<file path="config.mk">
export PLATFORM = sky130hd
export DESIGN_NAME = t5_lsu_flat
export DESIGN_NICKNAME = d
export VERILOG_FILES = /design/src/rtl/t5_lsu_pkg.sv /design/src/rtl/t5_lsu_if.sv /design/src/rtl/t5_lsu_align.sv /design/src/rtl/t5_lsu.sv /design/src/flat_wrapper.sv
export SDC_FILE = /design/constraint.sdc
export NUM_CORES = 1
export LEC_CHECK = 0
export ABC_AREA = 1
export CAP_MARGIN = 15
export CORE_MARGIN = 2
export CORE_UTILIZATION = 25
export DETAILED_ROUTE_END_ITERATION = 10
export SKIP_CTS_REPAIR_TIMING = 1
export SLEW_MARGIN = 20
export SYNTH_ARGS = -nofsm -noshare
export SYNTH_HDL_FRONTEND = slang
export SYNTH_HIERARCHICAL = 1
export SYNTH_SLANG_ARGS = --single-unit
</file>
<file path="constraint.sdc">
create_clock -name sclk -period 1.7 [get_ports sclk]
set_input_delay 0.34 -clock sclk [delete_from_list [all_inputs] [get_ports sclk]]
set_output_delay 0.34 -clock sclk [all_outputs]
set_load 0.02 [all_outputs]
</file>
<file path="src/rtl/t5_lsu_pkg.sv">
// t5_pkg: shared constants for the t5 load/store unit.
//   - opcode[6:2] values for loads and stores
//   - funct3 access-size encodings
//   - LSU FSM state type
//   - lane_sel(): byte-lane mask for a given funct3 and address offset
package t5_pkg;

  localparam logic [4:0] OPC_LOAD  = 5'h00;
  localparam logic [4:0] OPC_STORE = 5'h08;

  localparam logic [2:0] F3_B  = 3'b000;
  localparam logic [2:0] F3_H  = 3'b001;
  localparam logic [2:0] F3_W  = 3'b010;
  localparam logic [2:0] F3_BU = 3'b100;
  localparam logic [2:0] F3_HU = 3'b101;

  typedef enum logic {
    LSU_IDLE = 1'b0,
    LSU_REQ  = 1'b1
  } lsu_state_e;

  // funct3[1:0] carries the access size for both loads and stores.
  function automatic logic [3:0] lane_sel(input logic [2:0] fn3, input logic [1:0] off);
    logic [3:0] sel;
    case (fn3[1:0])
      2'b00:   sel = 4'b0001 << off;
      2'b01:   sel = 4'b0011 << {off[1], 1'b0};
      default: sel = 4'b1111;
    endcase
    return sel;
  endfunction

endpackage

</file>
<file path="src/rtl/t5_lsu_if.sv">
// t5_lsu_if: request/acknowledge data bus between the LSU and memory.
//   dstb  request valid          dwre  1=write, 0=read
//   dsel  byte lane selects      dadr  word address
//   dwdt  write data             dack  acknowledge (one cycle)
//   drdt  read data, valid with dack
// master = LSU side, slave = memory side.
interface t5_lsu_if #(
  parameter int XLEN = 32
);
  logic            dstb;
  logic            dwre;
  logic [3:0]      dsel;
  logic [XLEN-3:0] dadr;
  logic [XLEN-1:0] dwdt;
  logic            dack;
  logic [XLEN-1:0] drdt;

  modport master (
    output dstb, dwre, dsel, dadr, dwdt,
    input  dack, drdt
  );

  modport slave (
    input  dstb, dwre, dsel, dadr, dwdt,
    output dack, drdt
  );
endinterface

</file>
<file path="src/rtl/t5_lsu_align.sv">
// t5_lsu_align: combinational load-data aligner.
//   drdt_i  raw bus read word
//   off_i   byte offset of the access (address bits [1:0])
//   fn3_i   load funct3 (LB/LH/LW/LBU/LHU)
//   res_o   lane-selected, sign- or zero-extended result
module t5_lsu_align
  import t5_pkg::*;
#(
  parameter int XLEN = 32
) (
  input  logic [XLEN-1:0] drdt_i,
  input  logic [1:0]      off_i,
  input  logic [2:0]      fn3_i,
  output logic [XLEN-1:0] res_o
);

  logic [7:0]  byte_v;
  logic [15:0] half_v;

  always_comb begin
    byte_v = drdt_i[{off_i, 3'b000} +: 8];
    half_v = drdt_i[{off_i[1], 4'b0000} +: 16];
    res_o  = drdt_i;
    case (fn3_i)
      F3_B:    res_o = {{(XLEN-8){byte_v[7]}}, byte_v};
      F3_BU:   res_o = {{(XLEN-8){1'b0}}, byte_v};
      F3_H:    res_o = {{(XLEN-16){half_v[15]}}, half_v};
      F3_HU:   res_o = {{(XLEN-16){1'b0}}, half_v};
      default: res_o = drdt_i;
    endcase
  end

endmodule

</file>
<file path="src/rtl/t5_lsu.sv">
// t5_lsu: load/store unit of the t5 RV32I core.
//   sclk, srst        clock (rising edge), async active-low reset
//   sena              pipeline enable; requests accepted only when high
//   xopc, xfn3        opcode[6:2] and funct3 from execute
//   xbpc, xdat        effective address and lane-replicated store data
//   dbus              data bus (t5_lsu_if master)
//   mdat, mvld        aligned load result and its one-cycle update pulse
//   merr              one-cycle pulse: misaligned, illegal funct3 or bus timeout
//   mstall            stall request while a bus transaction is outstanding
module t5_lsu
  import t5_pkg::*;
#(
  parameter int XLEN = 32,
  parameter int TMOW = 8,
  parameter int TMO  = 255
) (
  input  logic            sclk,
  input  logic            srst,
  input  logic            sena,
  input  logic [4:0]      xopc,
  input  logic [2:0]      xfn3,
  input  logic [XLEN-1:0] xbpc,
  input  logic [XLEN-1:0] xdat,
  t5_lsu_if.master        dbus,
  output logic [XLEN-1:0] mdat,
  output logic            mvld,
  output logic            merr,
  output logic            mstall
);

  lsu_state_e      state_q;
  logic            dwre_q;
  logic [3:0]      dsel_q;
  logic [XLEN-3:0] dadr_q;
  logic [XLEN-1:0] dwdt_q;
  logic [1:0]      off_q;
  logic [2:0]      fn3_q;
  logic [TMOW-1:0] wdog_q;
  logic [XLEN-1:0] mdat_q;
  logic            mvld_q;
  logic            merr_q;

  logic            is_load;
  logic            is_store;
  logic            fn_ok;
  logic            align_ok;
  logic [XLEN-1:0] ld_data;

  always_comb begin
    is_load  = (xopc == OPC_LOAD);
    is_store = (xopc == OPC_STORE);
    fn_ok    = 1'b0;
    if (is_load)
      fn_ok = (xfn3 == F3_B) || (xfn3 == F3_H) || (xfn3 == F3_W) ||
              (xfn3 == F3_BU) || (xfn3 == F3_HU);
    else if (is_store)
      fn_ok = (xfn3 == F3_B) || (xfn3 == F3_H) || (xfn3 == F3_W);
    case (xfn3[1:0])
      2'b01:   align_ok = ~xbpc[0];
      2'b10:   align_ok = (xbpc[1:0] == 2'b00);
      default: align_ok = 1'b1;
    endcase
  end

  // Alignment works from the registered offset/funct3 so it stays valid while
  // execute moves on during the bus transaction.
  t5_lsu_align #(.XLEN(XLEN)) u_align (
    .drdt_i (dbus.drdt),
    .off_i  (off_q),
    .fn3_i  (fn3_q),
    .res_o  (ld_data)
  );

  always_ff @(posedge sclk or negedge srst) begin
    if (!srst) begin
      state_q <= LSU_IDLE;
      dwre_q  <= 1'b0;
      dsel_q  <= '0;
      dadr_q  <= '0;
      dwdt_q  <= '0;
      off_q   <= '0;
      fn3_q   <= '0;
      wdog_q  <= '0;
      mdat_q  <= '0;
      mvld_q  <= 1'b0;
      merr_q  <= 1'b0;
    end else begin
      mvld_q <= 1'b0;
      merr_q <= 1'b0;
      case (state_q)
        LSU_IDLE: begin
          if (sena && (is_load || is_store)) begin
            if (fn_ok && align_ok) begin
              dadr_q  <= xbpc[XLEN-1:2];
              dwre_q  <= is_store;
              dwdt_q  <= xdat;
              dsel_q  <= lane_sel(xfn3, xbpc[1:0]);
              off_q   <= xbpc[1:0];
              fn3_q   <= xfn3;
              wdog_q  <= '0;
              state_q <= LSU_REQ;
            end else begin
              merr_q <= 1'b1;
            end
          end
        end
        LSU_REQ: begin
          // dack is checked before the watchdog so a late ack still completes.
          if (dbus.dack) begin
            state_q <= LSU_IDLE;
            if (!dwre_q) begin
              mdat_q <= ld_data;
              mvld_q <= 1'b1;
            end
          end else if (wdog_q == TMOW'(TMO - 1)) begin
            state_q <= LSU_IDLE;
            merr_q  <= 1'b1;
          end else begin
            wdog_q <= wdog_q + TMOW'(1);
          end
        end
      endcase
    end
  end

  assign dbus.dstb = (state_q == LSU_REQ);
  assign dbus.dwre = dwre_q;
  assign dbus.dsel = dsel_q;
  assign dbus.dadr = dadr_q;
  assign dbus.dwdt = dwdt_q;
  assign mstall    = (state_q == LSU_REQ);
  assign mdat      = mdat_q;
  assign mvld      = mvld_q;
  assign merr      = merr_q;

endmodule

</file>
<file path="src/flat_wrapper.sv">
// flat-port wrapper written by rule: the top's interface ports become plain ports
module t5_lsu_flat import t5_pkg::*;
#(
  parameter int XLEN = 32,
  parameter int TMOW = 8,
  parameter int TMO  = 255
)
  (sclk, srst, sena, xopc, xfn3, xbpc, xdat, mdat, mvld, merr, mstall, dbus_dstb, dbus_dwre, dbus_dsel, dbus_dadr, dbus_dwdt, dbus_dack, dbus_drdt);
  t5_lsu_if #(.XLEN(XLEN)) dbus_i ();
  input  logic sclk;
  input  logic srst;
  input  logic sena;
  input  logic [4:0] xopc;
  input  logic [2:0] xfn3;
  input  logic [XLEN-1:0] xbpc;
  input  logic [XLEN-1:0] xdat;
  output logic [XLEN-1:0] mdat;
  output logic mvld;
  output logic merr;
  output logic mstall;
  output wire logic [$bits(dbus_i.dstb)-1:0] dbus_dstb;
  output wire logic [$bits(dbus_i.dwre)-1:0] dbus_dwre;
  output wire logic [$bits(dbus_i.dsel)-1:0] dbus_dsel;
  output wire logic [$bits(dbus_i.dadr)-1:0] dbus_dadr;
  output wire logic [$bits(dbus_i.dwdt)-1:0] dbus_dwdt;
  input wire logic [$bits(dbus_i.dack)-1:0] dbus_dack;
  input wire logic [$bits(dbus_i.drdt)-1:0] dbus_drdt;
  assign dbus_dstb = dbus_i.dstb;
  assign dbus_dwre = dbus_i.dwre;
  assign dbus_dsel = dbus_i.dsel;
  assign dbus_dadr = dbus_i.dadr;
  assign dbus_dwdt = dbus_i.dwdt;
  assign dbus_i.dack = dbus_dack;
  assign dbus_i.drdt = dbus_drdt;
  t5_lsu #(.XLEN(XLEN), .TMOW(TMOW), .TMO(TMO)) u_core (.sclk(sclk), .srst(srst), .sena(sena), .xopc(xopc), .xfn3(xfn3), .xbpc(xbpc), .xdat(xdat), .dbus(dbus_i), .mdat(mdat), .mvld(mvld), .merr(merr), .mstall(mstall));
endmodule
</file>
Yosys cells after proc, flatten, opt, wreduce, memory -nomap -nowiden. Index checks and enable logic that the tools add are counted.

Input port bits: 108. Memories kept: 0. Register bits: 115. Memory bits (read-only): 0. Output and inout port bits: 103. Bits in latches: 0. Bits in writable memories: 0. Logic and storage cells: 72.

Bitwise gates (word level): 3. Equality and inequality tests: 15. Multiply operators: 0. Reductions and logical operators: 15. $add $sub $neg: 1. Shift-type cells: 4. Magnitude comparators: 0. Muxes and demuxes: 23. Div/mod/pow operators: 0.

Operators with widths (number): $pmux 32 s4 (1); $mux 8 (4); $shiftx 32x6->16 (1); $shiftx 32x6->8 (1); $pmux 8 s2 (1); $mux 1 (13); $eq 3x3->1 const B (4); $add 8x1->8 const B (1); $eq 8x8->1 const B (1); $pmux 4 s2 (1); $eq 3x1->1 const B (2); $logic_not 3->1 (2); $pmux 1 s2 (3); $reduce_and 3->1 (2); $eq 5x4->1 const B (1); $logic_not 5->1 (1); $logic_or 1x1->1 (5); $logic_not 2->1 (2); $ne 2x1->1 const B (2); $ne 2x2->1 const B (2); $reduce_and 4->1 (1); $shl 1x2->4 const A (1); $shl 2x2->4 const A (1); $eq 3x2->1 const B (1); other kinds (4) (7).

Logic depth before layout (Yosys ltp). Gate-level depths: netlist of run 1.

Depth after elaboration: 10. Gate-level depth with buffers: 9. Mapped depth without buffers: 8.

Hierarchy. Netlist of run 1, hierarchy kept.

Modules (own cells, without submodules): t5_lsu (cells each 537, area each 4795.8 µm², times used 1, seq. area each 2877.8 µm²); t5_lsu_align (cells each 169, area each 872.1 µm², times used 1, seq. area each 0.0 µm²).

Least setup slack after synthesis of run 1. No wires, ideal clock.

Kind: input-to-reg. Start: in xfn3[0]. End: reg u_core.dwre_q (netlist: u_core/dbus.dwre). Library setup time: 0.130 ns. Data arrival time: 1.452 ns. Required time: 1.570 ns. Cell stages on the path: 9. Slack: 0.118 ns. Buffers on the path: 2. Cell sequence: inv_1 ha_1 nor2_2 o21ai_2 nand4_4 buf_6 buf_6 nand2_1 o21ai_1.

Cells in the longest elaborated chain, start to end: 8. Elaborated cells on any way between the ends: 16. Classes of those cells: eq/ne: 6; mux: 3; reduce/logical: 7.

RTL lines: from (decl) (line flat_wrapper.sv:14) `input logic [2:0] xfn3;`; $eq 3x1->1 or $logic_not 3->1 (tied branches) (line t5_lsu.sv:54, t5_lsu.sv:57); $logic_or 1x1->1 (2 in a row) (line t5_lsu.sv:54, t5_lsu.sv:57); $logic_or 1x1->1 (line t5_lsu.sv:54) `fn_ok = (xfn3 == F3_B) || (xfn3 == F3_H) || (xfn3 == F3_W) ||`; $logic_or 1x1->1 (line t5_lsu.sv:55) `(xfn3 == F3_BU) || (xfn3 == F3_HU);`; $mux 1 (line t5_lsu.sv:53) `if (is_load)`; $logic_and 1x1->1 (*) (line t5_lsu.sv:93) `if (fn_ok && align_ok) begin`; $reduce_and 3->1 (no line) (*); to (signal assigned) (line t5_lsu.sv:95) `dwre_q <= is_store;`; to (decl) (line t5_lsu.sv:32) `logic dwre_q;`.

Every way passes the cells marked *; elsewhere a longest branch is shown, timed or not. A chain may end at the register's enable or synchronous reset.

Worst setup path after layout of run 1.
Start: reg u_core.state_q (netlist: u_core/dbus.dstb). End: reg u_core.dadr_q[24] (netlist: u_core/dbus.dadr[24]).

Cells in the longest elaborated chain, start to end: 2.

RTL lines: from (decl) (line t5_lsu.sv:31) `lsu_state_e state_q;`; from (signal assigned) (line t5_lsu.sv:76) `state_q <= LSU_IDLE;`; from (signal assigned) (line t5_lsu.sv:101) `state_q <= LSU_REQ;`; from (signal assigned) (line t5_lsu.sv:110) `state_q <= LSU_IDLE;`; $not 1->1 (no line); $reduce_and 3->1 (no line); to (signal assigned) (line t5_lsu.sv:94) `dadr_q <= xbpc[XLEN-1:2];`; to (decl) (line t5_lsu.sv:34) `logic [XLEN-3:0] dadr_q;`.

No other way between the ends.

==> results of run 1 <==
==> layout make-up <==
type	count	share of cell area, %
inverter	99	3.98
clock inverter	14	1.90
sequential	115	30.6
tap	285	3.79
multi-input combinational	460	23.9
clock buffer	18	4.56
timing repair buffer	261	31.2
==> flip-flops by register name, summed over array words and instances (netlist names), 2 cells and up <==
register          count
u_core/off_q          2
u_core/dbus.dsel      4
u_core/dbus.dadr     30
u_core/wdog_q         8
u_core/dbus.dwdt     32
u_core/mdat          32
u_core/fn3_q          3
==> power breakdown <==
group	leakage (nW)	internal, mW	switching [mW]	total [mW]
sequential	1.59	2.78	0.0247	2.80
clock	0.287	2.32	1.38	3.70
combinational	4.48	0.398	0.333	0.732
total	6.37	5.50	1.74	7.24
==> per-layer routing <==
metal	global-route usage, %	wire length, um	up-vias
met5	0	13	-
met4	4.72	216	2
met3	6.11	1610	15
met2	22.4	7810	196
met1	18.3	7700	2458
li1	-	-	2691
==> cells in the final DEF (no fill, tap or decap), drive strengths merged, types with 2 or more instances in the layout <==
cell type	n
o211ai	2
bufinv	3
clkinv	6
nor3	6
clkdlybuf4s50	104
buf	49
or2	3
dfrtp	115
inv	101
nor2	25
a311oi	2
nand2	264
xor2	3
nand3	62
dlymetal6s2s	105
a21oi	2
o21ai	78
clkbuf	20
nand4	5
ha	5
clkinvlp	3
==> worst min path at each step <==
stage / endpoint / depth (start not counted) / slack (ns) / startpoint
after detailed placement: u_core/mdat[19] / 1 / 0.30 / srst
after floorplan: u_core/dbus.dadr[0] / 0 / 0.04 / srst
after global routing: u_core/mdat[19] / 2 / 0.41 / srst
after CTS: u_core/mdat[19] / 1 / -0.15 / srst
after global placement: u_core/mdat[19] / 1 / 0.29 / srst
final: u_core/mdat[19] / 2 / 0.39 / srst
==> metrics by stage <==
| stage | hold slack, ns | worst slack [ns] | instance area [um^2] | TNS, ns | cells |
|---|---|---|---|---|---|
| final | 0.391 | 0.102 | 9410 | 0 | 1252 |
| after global routing | 0.415 | -0.00180 | 9410 | -0.00180 | 1252 |
| after CTS | -0.150 | -0.247 | 8970 | -5.44 | 1245 |
| after detailed placement | 0.300 | -0.490 | 8360 | -36.01 | 1213 |
| after global placement | 0.293 | -0.407 | 8360 | -31.08 | 1213 |
| after floorplan | 0.0444 | 0.118 | 5670 | 0 | 706 |
==> cells by family (layout without fill, tap and decap cells) <==
| family | count (synthesis) | after routing | synth area share, % |
|---|---|---|---|
| AOI/OAI and AO/OA | 85 | 85 | 7.97 |
| xor gates and xnor gates | 4 | 4 | 0.618 |
| adders and majority gates | 5 | 5 | 1.10 |
| buffers and inverters | 131 | 392 | 10.5 |
| DFF | 115 | 115 | 50.8 |
| and+or+nand+nor | 366 | 366 | 29.1 |
==> critical path: cells and delay by family, from the launching register on <==
kind	cells	cell delay, ns
compound gates	1	0.07
buf+inv	3	0.44
flops	1	0.47
simple gates	4	0.48
==> metrics.txt, run 1 <==
status=finished, final reports clean; CP Max Fanout=11; Slowest cell on crit path=dfrtp_2; DR pass1 iterations=6; Buffers on Ports=210; layout cells sized above 1=a little over an eighth; Final Wtd Congestion=0.793; Worst setup startpoint=u_core/dbus.dstb; pin count of the biggest net entering global routing=45; Top cell by count, worst path=nand2_1; Post-Syn Nets=between 800 and 900; top post-synthesis cells by count=nand2_1, dfrtp_1, inv_1, o21ai_1, nand3_1; filler cell count=between 2000 and 2500; Final #Nets=1067; first-pass GRT wire length=27200 um; crit path kind=reg2reg; Max VDD drop=0.605 mV; CP endpoint kind=register; Yosys cell types=33; Via density=4.28; top_reg_cell synth=dfrtp_1; Die H=155 um; gr ovfl total=0; final count of negative-setup-slack endpoints=0; Final period util=between 90% and 100%; worst slew pin tran=0.392 ns; row cnt=55; most frequent cell after synthesis=nand2_1; dpl hpwl=between 10000 and 15000 um; max-slew violations=0; R2R Path Start=u_core/dbus.dstb; Crit Reg-Reg Endpoint=u_core/dbus.dadr[24]; ANT nets after route=0; # Max-Cap Violations=0; IO Pins=211; Sink Count=115; post-synth top area cell=dfrtp_1; sequential fraction of the synthesis area=50.8%; initial antenna violation count=1; Power Total=around 7.2 mW; wire per inst=between 10 and 15 um; largest cells by area after synthesis=dfrtp_1, nand2_1, inv_1; crit-path cells=inv_4 -> nand2_1 -> nor2_4 -> nand4_4 -> buf_12 -> buf_4 -> nand2_1 -> o21ai_1; Worst-path clk slew=0.06 ns; Remaining DRCs=0; worst hold path class=in2async; number of enable flip-flop cells after synthesis=0; Rel. slew slack=around 74%; Hold Vio Cnt, Final=0; FF+latch area=0.00288 mm^2; Synth top area share=50.8%; static leakage=6.37 nW; crit start category=register; vias in the first global route=5260; CTS root buf=clkbuf_16; Crit path largest cell delay=around 0.47 ns; Synth Register Bits=115; CTS tree=built; Req. time, crit path=2.00 ns; Core ar.=approximately 0.022 mm^2; Via Count=5362; Tmin final=1.60 ns; Final Skew=0.00914 ns; Ys Warns=6; Netlist Area Pre-Place=0.00567 mm^2; crit path to=u_core/dbus.dadr[24]; fin util=41.9%; gr usage total=14.5%; Worst-Skew Late Latency=roughly 0.42 ns; Fmax=between 600 and 700 MHz; FF-to-FF path depth=8; die area=0.0239 mm^2; R2R setup slack=approximately 0.1 ns; WL final=17300 um; power per cell area=769 mW/mm^2; starting density of the core=25.3%; critical path arrival=roughly 1.9 ns; Multi-input gate area=0.00225 mm^2; Syn Area/Cell=8.03 um^2; H-tree depth=4; Post-synth ARST share=100%; post-synthesis cell count=between 700 and 800; # diodes=0; Initial DRC Count=approximately 240; TritonCTS Buffers=17; Die X=between 150 and 200 um; clk buf depth=2; area grow syn2layout=65.9%
Note: power is estimated with default switching activity, not from simulation.
==> inputs of run 2 (changes only) <==
--- a/config.mk
+++ b/config.mk
@@ -9,6 +9,7 @@
 export CAP_MARGIN = 15
 export CORE_MARGIN = 2
 export CORE_UTILIZATION = 25
+export CTS_CLUSTER_DIAMETER = 120
 export DETAILED_ROUTE_END_ITERATION = 10
 export SKIP_CTS_REPAIR_TIMING = 1
 export SLEW_MARGIN = 20
==> results of run 2 <==
The final DEF is identical to that of run 1; final timing and power are the same.
